`src/rtl/dispatch_queue.sv`:
```
// Issue-stage FIFO: buffers decoded instructions, resolves operands, issues one per cycle.
// Optional statistics counters are built when DISPATCH_STATS_EN is defined.
module dispatch_queue #(
  parameter int DEPTH   = 4,
  parameter int XLEN    = 32,
  parameter int ROB_W   = 4,
  parameter int OPT_W   = 6,
  parameter int CDB_NUM = 2
) (
  input  logic                     clk,
  input  logic                     rst,
  input  logic                     rdy,
  input  logic                     rollback,
  input  logic                     in_valid,
  output logic                     in_ready,
  input  logic [XLEN-1:0]          in_pc,
  input  logic [XLEN-1:0]          in_imm,
  input  logic [OPT_W-1:0]         in_optype,
  input  logic [4:0]               in_rd,
  input  logic [4:0]               in_rs1,
  input  logic [4:0]               in_rs2,
  input  logic                     in_is_ls,
  input  logic                     in_is_jump,
  input  logic                     in_pred_jump,
  input  logic                     rob_full,
  input  logic [ROB_W-1:0]         rob_next_id,
  input  logic                     rs_full,
  input  logic                     lsb_full,
  output logic [4:0]               rs1_2reg,
  output logic [4:0]               rs2_2reg,
  input  logic [ROB_W-1:0]         reg_qi,
  input  logic [ROB_W-1:0]         reg_qj,
  input  logic [XLEN-1:0]          reg_vi,
  input  logic [XLEN-1:0]          reg_vj,
  output logic [ROB_W-1:0]         rob_qi,
  output logic [ROB_W-1:0]         rob_qj,
  input  logic                     rob_qi_rdy,
  input  logic                     rob_qj_rdy,
  input  logic [XLEN-1:0]          rob_vi,
  input  logic [XLEN-1:0]          rob_vj,
  input  logic [CDB_NUM-1:0]       cdb_valid,
  input  logic [CDB_NUM*ROB_W-1:0] cdb_alias,
  input  logic [CDB_NUM*XLEN-1:0]  cdb_value,
  output logic                     rename_en,
  output logic [4:0]               rename_rd,
  output logic [ROB_W-1:0]         rename_alias,
  output logic                     rob_en,
  output logic [XLEN-1:0]          rob_pc,
  output logic [4:0]               rob_rd,
  output logic                     rob_is_jump,
  output logic                     rob_pred_jump,
  output logic [OPT_W-1:0]         rob_optype,
  output logic                     rs_en,
  output logic                     lsb_en,
  output logic [ROB_W-1:0]         iss_alias,
  output logic [OPT_W-1:0]         iss_optype,
  output logic [XLEN-1:0]          iss_pc,
  output logic [XLEN-1:0]          iss_imm,
  output logic [XLEN-1:0]          iss_vi,
  output logic [XLEN-1:0]          iss_vj,
  output logic [ROB_W-1:0]         iss_qi,
  output logic [ROB_W-1:0]         iss_qj,
  output logic [31:0]              stat_issued,
  output logic [31:0]              stat_stall
);

  localparam int AW = $clog2(DEPTH);
  localparam int CW = AW + 1;

  logic [XLEN-1:0]  pc_m  [DEPTH];
  logic [XLEN-1:0]  imm_m [DEPTH];
  logic [OPT_W-1:0] opt_m [DEPTH];
  logic [4:0]       rd_m  [DEPTH];
  logic [4:0]       rs1_m [DEPTH];
  logic [4:0]       rs2_m [DEPTH];
  logic             ls_m  [DEPTH];
  logic             jmp_m [DEPTH];
  logic             pj_m  [DEPTH];

  logic [AW-1:0] head, tail;
  logic [CW-1:0] count;
  logic          push, go, empty;
  logic          head_ls;
  logic [ROB_W+XLEN-1:0] op_i, op_j;

  assign empty    = (count == '0);
  assign in_ready = rdy && (count < CW'(DEPTH)) && !rollback;
  assign push     = in_valid && in_ready;
  assign head_ls  = ls_m[head];
  assign go       = rdy && !rollback && !empty && !rob_full &&
                    (head_ls ? !lsb_full : !rs_full);

  assign rs1_2reg = rs1_m[head];
  assign rs2_2reg = rs2_m[head];
  assign rob_qi   = reg_qi;
  assign rob_qj   = reg_qj;

  // Register file, then ROB, then the lowest-numbered matching CDB channel.
  function automatic logic [ROB_W+XLEN-1:0] resolve(
    input logic [ROB_W-1:0] tag,
    input logic             rrdy,
    input logic [XLEN-1:0]  rval,
    input logic [XLEN-1:0]  gval
  );
    logic [ROB_W-1:0] q;
    logic [XLEN-1:0]  v;
    logic             hit;
    hit = 1'b0;
    if (tag == '0) begin
      q = '0;
      v = gval;
    end else if (rrdy) begin
      q = '0;
      v = rval;
    end else begin
      q = tag;
      v = '0;
    end
    for (int k = 0; k < CDB_NUM; k++) begin
      if (!hit && q != '0 && cdb_valid[k] &&
          cdb_alias[k*ROB_W +: ROB_W] == q) begin
        hit = 1'b1;
        v   = cdb_value[k*XLEN +: XLEN];
      end
    end
    if (hit) q = '0;
    return {q, v};
  endfunction

  assign op_i = resolve(reg_qi, rob_qi_rdy, rob_vi, reg_vi);
  assign op_j = resolve(reg_qj, rob_qj_rdy, rob_vj, reg_vj);

  always_ff @(posedge clk) begin
    if (push) begin
      pc_m[tail]  <= in_pc;
      imm_m[tail] <= in_imm;
      opt_m[tail] <= in_optype;
      rd_m[tail]  <= in_rd;
      rs1_m[tail] <= in_rs1;
      rs2_m[tail] <= in_rs2;
      ls_m[tail]  <= in_is_ls;
      jmp_m[tail] <= in_is_jump;
      pj_m[tail]  <= in_pred_jump;
    end
  end

  always_ff @(posedge clk or negedge rst) begin
    if (!rst) begin
      head  <= '0;
      tail  <= '0;
      count <= '0;
    end else if (rollback) begin
      head  <= '0;
      tail  <= '0;
      count <= '0;
    end else begin
      if (push) tail <= tail + AW'(1);
      if (go)   head <= head + AW'(1);
      unique case (1'b1)
        push && !go: count <= count + CW'(1);
        go && !push: count <= count - CW'(1);
        default:     count <= count;
      endcase
    end
  end

  always_ff @(posedge clk or negedge rst) begin
    if (!rst) begin
      rob_en        <= 1'b0;
      rs_en         <= 1'b0;
      lsb_en        <= 1'b0;
      rename_en     <= 1'b0;
      rename_rd     <= '0;
      rename_alias  <= '0;
      rob_pc        <= '0;
      rob_rd        <= '0;
      rob_is_jump   <= 1'b0;
      rob_pred_jump <= 1'b0;
      rob_optype    <= '0;
      iss_alias     <= '0;
      iss_optype    <= '0;
      iss_pc        <= '0;
      iss_imm       <= '0;
      iss_vi        <= '0;
      iss_vj        <= '0;
      iss_qi        <= '0;
      iss_qj        <= '0;
    end else begin
      rob_en    <= go;
      rs_en     <= go && !head_ls;
      lsb_en    <= go && head_ls;
      rename_en <= go && (rd_m[head] != 5'd0);
      if (go) begin
        rename_rd     <= rd_m[head];
        rename_alias  <= rob_next_id;
        rob_pc        <= pc_m[head];
        rob_rd        <= rd_m[head];
        rob_is_jump   <= jmp_m[head];
        rob_pred_jump <= pj_m[head];
        rob_optype    <= opt_m[head];
        iss_alias     <= rob_next_id;
        iss_optype    <= opt_m[head];
        iss_pc        <= pc_m[head];
        iss_imm       <= imm_m[head];
        {iss_qi, iss_vi} <= op_i;
        {iss_qj, iss_vj} <= op_j;
      end
    end
  end

`ifdef DISPATCH_STATS_EN
  logic [31:0] issued_q, stall_q;

  always_ff @(posedge clk or negedge rst) begin
    if (!rst) begin
      issued_q <= '0;
      stall_q  <= '0;
    end else begin
      if (go) issued_q <= issued_q + 32'd1;
      if (rdy && !empty && !go && !rollback) stall_q <= stall_q + 32'd1;
    end
  end

  assign stat_issued = issued_q;
  assign stat_stall  = stall_q;
`else
  assign stat_issued = 32'd0;
  assign stat_stall  = 32'd0;
`endif

endmodule

```
`config.mk`:
```
export PLATFORM = sky130hd
export DESIGN_NAME = dispatch_queue
export DESIGN_NICKNAME = d
export VERILOG_FILES = /design/src/rtl/dispatch_queue.sv
export SDC_FILE = /design/constraint.sdc
export NUM_CORES = 1
export LEC_CHECK = 0
export CAP_MARGIN = 20
export CELL_PAD_IN_SITES_DETAIL_PLACEMENT = 1
export CELL_PAD_IN_SITES_GLOBAL_PLACEMENT = 1
export CORE_UTILIZATION = 35
export CTS_CLUSTER_DIAMETER = 150
export DETAILED_ROUTE_END_ITERATION = 8
export GPL_ROUTABILITY_DRIVEN = 0
export HOLD_SLACK_MARGIN = 0.08
export PLACE_DENSITY = 0.76
export REMOVE_ABC_BUFFERS = 1
export SYNTH_ARGS = -nofsm -noshare
export SYNTH_HDL_FRONTEND = slang
export SYNTH_SLANG_ARGS = --single-unit
```
`constraint.sdc`:
```
create_clock -name clk -period 3.45 [get_ports clk]
set_input_delay 0.5175 -clock clk [delete_from_list [all_inputs] [get_ports clk]]
set_output_delay 0.5175 -clock clk [all_outputs]
set_load 0.01 [all_outputs]
```
* Word-level counts from Yosys, hierarchy flattened
Memories as Yosys holds them, arrays and structs flattened. A register that Yosys moved wholly into a read port is not among the register bits. Index checks and enable logic that the tools add are counted. W data, S select, Z words.
Cells by class: add/sub/neg operators 4, multipliers 0, div/mod/pow operators 0, order comparisons 1, equality and inequality tests 4, shift operators 0, muxes and demuxes 27, bitwise logic cells 0, reductions and logical operators 46
Operators by type and width (number):
- $mux W32 | 8
- $mux W4 | 6
- $logic_and A1 B1 Y1 | 22
- $eq A4 B4 Y1 | 4
- $logic_not A1 Y1 | 15
- $logic_not A4 Y1 | 2
- $mux W2 | 4
- $reduce_bool A4 Y1 | 2
- $mux W1 | 7
- $pmux W3 S2 | 1
- $reduce_bool A5 Y1 | 1
- $add A2 B1 Y2 const B | 2
- $reduce_bool A2 Y1 | 2
- $add A3 B1 Y3 const B | 1
- $logic_not A3 Y1 | 1
- $lt A3 B3 Y1 const B | 1
- $mux W3 | 1
- $reduce_bool A3 Y1 | 1
- $sub A3 B1 Y3 const B | 1
Word-level totals: register bits after elaboration 92, bits in latches 0, RAM bits 352, memory bits (read-only) 0, bits of input ports 312, output and inout port bits 287, logic and storage cells 104, memories 9
Memory list:
- imm_m | depth 4, bits a word 32, read ports 1, clocked after memory_dff 1, write ports 1, RTL line 71 | logic [XLEN-1:0] imm_m [DEPTH];
- pc_m | depth 4, bits a word 32, read ports 1, clocked after memory_dff 1, write ports 1, RTL line 70 | logic [XLEN-1:0] pc_m [DEPTH];
- opt_m | depth 4, bits a word 6, read ports 1, clocked after memory_dff 1, write ports 1, RTL line 72 | logic [OPT_W-1:0] opt_m [DEPTH];
- rd_m | depth 4, bits a word 5, read ports 1, clocked after memory_dff 0, write ports 1, RTL line 73 | logic [4:0] rd_m [DEPTH];
- rs1_m | depth 4, bits a word 5, read ports 1, clocked after memory_dff 0, write ports 1, RTL line 74 | logic [4:0] rs1_m [DEPTH];
- rs2_m | depth 4, bits a word 5, read ports 1, clocked after memory_dff 0, write ports 1, RTL line 75 | logic [4:0] rs2_m [DEPTH];
- +3 memories

* Logic depth before layout (Yosys ltp)
Gate-level depths: netlist of run 1.
word-level depth 12, mapped depth 10, mapped depth without buffers 7

* Worst setup path before layout of run 1
No wires, ideal clock.
kind input to register, start point input rollback, end point memory imm_m[1][0], enable pin, library setup time 456 ps, arrival time 3199 ps, required time 2994 ps, path slack -205 ps, stages 3, buffers on the path 0, cells stage by stage nand3b_1 > nor2_1 > and2_1
Between the ends: longest elaborated chain between the ends 5
Ends and longest elaborated chain:
- from (decl) | RTL line 13 | input logic rollback,
- $logic_not A1 Y1 | RTL line 87 | assign in_ready = rdy && (count < CW'(DEPTH)) && !rollback;
- $logic_and A1 B1 Y1 | RTL line 87
- $logic_and A1 B1 Y1 | RTL line 88 | assign push = in_valid && in_ready;
- $mux W1 | RTL line 134 | if (push) begin
- $mux W1 (implied by the code) | RTL line 136 | imm_m[tail] <= in_imm;
- to (decl) | RTL line 71
No other way between the ends.

* Worst setup path in the final report of run 1
start point register head[0], end point output rs2_2reg[4]
Between the ends: longest elaborated chain between the ends 1
Ends and longest elaborated chain:
- from (decl) | RTL line 80 | logic [AW-1:0] head, tail;
- from (signal assigned) | RTL line 158 | if (go) head <= head + AW'(1);
- $mem_v2 Z4 W5
- to (decl) | RTL line 30 | output logic [4:0] rs2_2reg,
No other way between the ends.

==> results of run 1 <==
[per-layer routing]
metal	GRT usage (%)	vias up
met5	0	-
met1	26.5	7699
met3	5.81	164
met2	39.7	652
li1	-	6434
met4	11.6	20
[state kept, by name (all words and copies together) (netlist names), 3 cells and up]
| register | cells |
|---|---|
| imm_m | 128 |
| pc_m | 128 |
| iss_imm | 32 |
| iss_pc | 32 |
| iss_vi | 32 |
| iss_vj | 32 |
| opt_m | 24 |
| rd_m | 20 |
| rs1_m | 20 |
| rs2_m | 20 |
| iss_optype | 6 |
| rob_rd | 5 |
| iss_alias | 4 |
| iss_qi | 4 |
| iss_qj | 4 |
| jmp_m | 4 |
| ls_m | 4 |
| pj_m | 4 |
| count | 3 |
[power breakdown]
part	switching [mW]	internal (mW)
Combinational	1.61	2.09
Sequential	0.527	7.31
Clock	2.54	3.71
[worst max-delay path by stage]
stage | to | from | cells after the start | slack, ps
2_1_floorplan | count[2] | head[0] | 6 | -4460
6_report | rs2_2reg[4] | head[0] | 3 | 350
3_3_place_gp | count[1] | rollback | 7 | 540
4_1_cts | rs2_2reg[4] | head[0] | 3 | 250
3_5_place_dp | count[1] | rollback | 7 | 390
5_1_grt | rs1_2reg[4] | head[0] | 3 | 220
[cells by family after synthesis]
group | after synthesis | synth area share, %
xor+xnor | 19 | 0.805
buf+inv | 220 | 6.22
flops | 516 | 68.0
simple gates | 480 | 9.44
compound gates | 180 | 5.81
other cells | 1 | 0.0174
mux | 93 | 9.42
fa+ha+maj | 5 | 0.325
[per-stage QoR]
step	util (%)	std cells	total power, mW	cell area [sq um]
6_report	48.6	2853	17.8	29500
3_5_place_dp	45.3	2724	11.6	27500
2_1_floorplan	-	1363	8.96	20500
4_1_cts	48.5	2831	18.0	29500
5_1_grt	48.6	2850	18.4	29500
3_3_place_gp	45.3	2724	11.5	27500
[worst max-delay path: stages, from the launching register on]
cell and delay (ps):
dfrtp_4 410, buf_4 420, mux4_2 610, clkdlybuf4s50_1 510
[cell usage after synthesis (2+ instances only)]
cell / count
o41ai_1: 2
buf_1: 3
inv_1: 5
nand2b_1: 4
buf_4: 122
mux2i_1: 4
nor4_2: 2
nand2_1: 343
ha_1: 4
a2111oi_2: 2
a31oi_1: 33
a221oi_1: 64
o21ai_0: 55
buf_2: 36
a22o_1: 7
nand3_1: 32
nand4_1: 2
and2_1: 5
o21ai_1: 11
nor2_1: 42
xor2_1: 5
clkbuf_1: 51
and3_1: 32
edfxtp_1: 352
nor3_1: 4
nor4_1: 2
dfrtp_1: 164
xnor2_1: 13
buf_6: 2
mux4_2: 88
[layout make-up]
type	instances	area, sq um
Timing Repair Buffer	580	5950
Tap cell	782	978
Inverter	6	27.5
Clock inverter	29	379
Sequential cell	516	14700
Multi-Input combinational cell	841	5880
Antenna cell	22	55.1
Clock buffer	77	1560
Fill cell	6041	31200
==> out/metrics.yaml, run 1 <==
status: "finished clean"
postCtsSetupRepairBufs: 0
setup_viol: 0
cts_root_buf: "clkbuf_16"
die_x_microns: 250
hold_class: "input port to flop"
synth_top_area_cell: "edfxtp_1"
mostFrequentLayoutCell: "clkdlybuf4s50_1"
synthTopCellsByArea: "edfxtp_1 49%, dfrtp_1 19%, mux4_2 9.2%, nand2_1 6.0%, buf_4 4.2%"
cts_buffers: 56
yosysTopAreaCellShare_pct: 49.0
max-clock-path-buffers: 3
initial_core_util_pct: 35.6
place_ws_ps: 387
rsz0062_at_grt: "no"
hold_end: "iss_alias[2]"
grt_pass1_wl_microns: 106000
worstPathArrival_ps: 2590
endpoint_kind: "primary output"
reg2reg_from: "head[0]"
seq_area_frac_synth_pct: 68.0
syn_area_sq_um: 21600
place.port_buffers: 534
min_period_over_period_pct: 89.9
whs_ps: 441
drc_errors: 0
finalMaxSlewViolations: 0
rr_endpoint: "iss_qj[2]"
clock-sinks: 516
syn_inst: 1514
cp-start-kind: "flop"
grt_pass1_vias: 16000
syn_to_final_growth_pct: 36.7
crit_type: "flop to primary output"
die_y_microns: 250
grt_antenna_before_repair: 36
hold_path_startpoint: "rob_next_id[2]"
synth_cell_types: 53
detail_route.wl_per_cell_microns: 25.7
clock_latency_ps: 630
peakVddDrop_mv: 0.421
core.rowCount: 90
yosysWarnings: 0
grt_max_degree: 83
synth_edf_count: 352
cp_max_fo: 20
p_leak_nw: 10.8
dp_hpwl_microns: 52300
hold_buffers: 1
drive_gt1_share_pct: 11.8
power_density_nw_per_um2: 602
yosys_register_bits: 516
drt-initial-drc-count: 856
fin_crit_ps: 3100
grt.total_usage_pct: 23.0
highest_layer: "met5"
hold_violations: 0
grt-ovfl-total: 0
via_count: 15000
setup_ws_ps: 347
synthArstFlopShare_pct: 31.8
hold_depth: 3
avgSynthCellArea_sq_um: 14.3
cts.repair.resized: 0
htreeDepth: 2
critical_path_required_ps: 2930
dieArea_sq_um: 62700
tightestPinTransition_ps: 844
fmax_mhz: 322
clk_pin_slew_ps: 60
coreArea_sq_um: 60700
wl_met3_microns: 5430
met1Wirelength_microns: 27300
slew-limit-headroom_pct: 43.7
ant_nets: 0
routed_wl_microns: 73400
drtPass1Iterations: 4
tns_ps: 0
fin_nets: 2318
fin_skew_ps: 27.9
layout_common_cells: "532 x clkdlybuf4s50_1, 352 x edfxtp_1, 343 x nand2_1"
regToRegSetupSlack_ps: 830
dr_wl_met2_microns: 37100
cts_tree: "built"
cap_violations: 0
r2r.worst_path.cells: 6
synth_ff_type: "edfxtp_1"
viasPerCell: 5.25
io_pins: 599
Note: power is estimated with default switching activity, not from simulation.
==> inputs of run 2 (changes only) <==
--- a/config.mk
+++ b/config.mk
@@ -13,6 +13,7 @@
 export DETAILED_ROUTE_END_ITERATION = 8
 export GPL_ROUTABILITY_DRIVEN = 0
 export HOLD_SLACK_MARGIN = 0.08
+export MAX_ROUTING_LAYER = met4
 export PLACE_DENSITY = 0.76
 export REMOVE_ABC_BUFFERS = 1
 export SYNTH_ARGS = -nofsm -noshare
==> run 2 against run 1 <==
Net effect:
- largest power group unchanged
- via count fell by 0.85%
- sequential power about the same
- critical endpoint unchanged
- highest routed layer is now met4
- non-clock buffer count unchanged
==> out/metrics.yaml, run 2 (synthesis gave the netlist of run 1 again) <==
status: "finished clean"  # unchanged
die_y_microns: 250  # unchanged
core.rowCount: 90  # unchanged
fillers: 6046  # was 6041
hold_class: "input port to flop"  # unchanged
dp_hpwl_microns: 52300  # unchanged
initial_core_util_pct: 35.6  # unchanged
io_pins: 599  # unchanged
place.port_buffers: 534  # unchanged
cap_violations: 0  # unchanged
global_route.usage.met3_pct: 5.57  # was 5.81%
cts.repair.resized: 0  # unchanged
grt.total_usage_pct: 23.7  # was 23.0%
critical_path_required_ps: 2930  # about the same
whs_ps: 445  # was 441 ps
grt_pass1_wl_microns: 106000  # about the same
drive_gt1_share_pct: 11.8  # unchanged
routed_wl_microns: 73300  # was 73400 microns
cp_max_fo: 20  # unchanged
endpoint_kind: "primary output"  # unchanged
final_area_sq_um: 29500  # about the same
tightestPinTransition_ps: 852  # was 844 ps
crit_type: "flop to primary output"  # unchanged
fin_crit_ps: 3130  # was 3100 ps
peakVddDrop_mv: 0.420  # was 0.421 mV
cp-start-kind: "flop"  # unchanged
syn_to_final_growth_pct: 36.8  # was 36.7%
r2r.worst_path.cells: 6  # unchanged
place_area_sq_um: 27500  # unchanged
cts_tree: "built"  # unchanged
fin_skew_ps: 26.9  # was 27.9 ps
grt-ovfl-total: 0  # unchanged
htreeDepth: 2  # unchanged
viasPerCell: 5.18  # was 5.25
clk_pin_slew_ps: 60  # about the same
drt-initial-drc-count: 777  # was 856
coreArea_sq_um: 60700  # unchanged
power_density_nw_per_um2: 602  # about the same
grt_pass1_vias: 16000  # about the same
p_leak_nw: 10.8  # about the same
fin_nets: 2318  # unchanged
clock_latency_ps: 630  # about the same
fmax_mhz: 319  # was 322 MHz
grt_use_met1_pct: 26.8  # was 26.5%
die_x_microns: 250  # unchanged
finalMaxSlewViolations: 0  # unchanged
hold_violations: 0  # unchanged
layout_common_cells: "532 x clkdlybuf4s50_1, 352 x edfxtp_1, 343 x nand2_1"  # unchanged
worstPathArrival_ps: 2610  # was 2590 ps
top_usage_layer: "met2"  # unchanged
clock-sinks: 516  # unchanged
slew-limit-headroom_pct: 43.2  # was 43.7%
via_count: 14800  # was 15000
top_regs: "imm_m x128, pc_m x128"  # unchanged
cts_root_buf: "clkbuf_16"  # unchanged
max-clock-path-buffers: 3  # unchanged
grt_antenna_before_repair: 35  # was 36
grtUsageMet2_pct: 39.8  # was 39.7%
drtPass1Iterations: 5  # was 4
grt_max_degree: 83  # unchanged
detail_route.wl_per_cell_microns: 25.6  # was 25.7 microns
drc_errors: 0  # unchanged
ant_nets: 0  # unchanged
mostFrequentLayoutCell: "clkdlybuf4s50_1"  # unchanged
hold_depth: 3  # unchanged
setup_viol: 0  # unchanged
rsz0062_at_grt: "no"  # unchanged
cts_buffers: 56  # unchanged
min_period_over_period_pct: 90.7  # was 89.9%
dieArea_sq_um: 62700  # unchanged
## run 2: cell count changes in the layout (fill, tap and decap cells not counted), sizes merged
| cell | before | now |
|---|---|---|
| diode | 22 | 32 |
## run 2: through the flow
stage	instances	setup TNS [ps]	util, %	total power [mW]	setup slack [ps]
2_1_floorplan	1363	-683610	-	8.96	-4460
3_3_place_gp	2724	0	45.3	11.5	542
3_5_place_dp	2724	0	45.3	11.6	387
4_1_cts	2831	0	48.5	18.0	247
5_1_grt	2862	0	48.7	18.4	219
6_report	2863	0	48.7	17.8	320
## run 2: repair_timing
action                    CTS  global route
hold buffers                1             0
hold endpoints to repair   76             0
buffers inserted            0             0
## run 2: final timing paths
kind | from | endpoint | slack [ps]
max | head[0] | rs2_2reg[4] | 320
min | rob_next_id[2] | iss_alias[2] | 440
max reg2reg | head[0] | iss_qj[2] | 830
min reg2reg | iss_imm[4] | iss_imm[4] | 480
max in group asynchronous | rst | iss_imm[26] | 2090
min in group asynchronous | rst | iss_pc[24] | 540
## run 2: final cells by class
class	instances	area, sq um	area share (%)
tap	782	978	3.31
clock inverter	29	379	1.28
antenna	32	80.1	0.271
multi-input combinational	841	5880	19.9
timing repair buffer	580	5950	20.2
sequential	516	14700	49.7
clock buffer	77	1560	5.29
inverter	6	27.5	0.0932
## run 2: layer usage
| layer | up-vias | wire length, microns |
|---|---|---|
| met5 | - | 0 |
| met4 | 0 | 3090 |
| met3 | 131 | 5400 |
| met2 | 662 | 37400 |
| met1 | 7601 | 27500 |
| li1 | 6448 | - |
## run 2: report_power, final
part           switching [mW]  leakage [nW]  internal, mW  total [mW]
logic                    1.61          4.55          2.09        3.70
registers               0.523          5.30          7.31        7.83
clock network            2.54         0.950          3.71        6.25
total                    4.67          10.8          13.1        17.8
## run 2: worst max-delay path, stage by stage (launching register included)
cell and delay (ps):
dfrtp_4 410, buf_4 430, mux4_2 620, clkdlybuf4s50_1 510
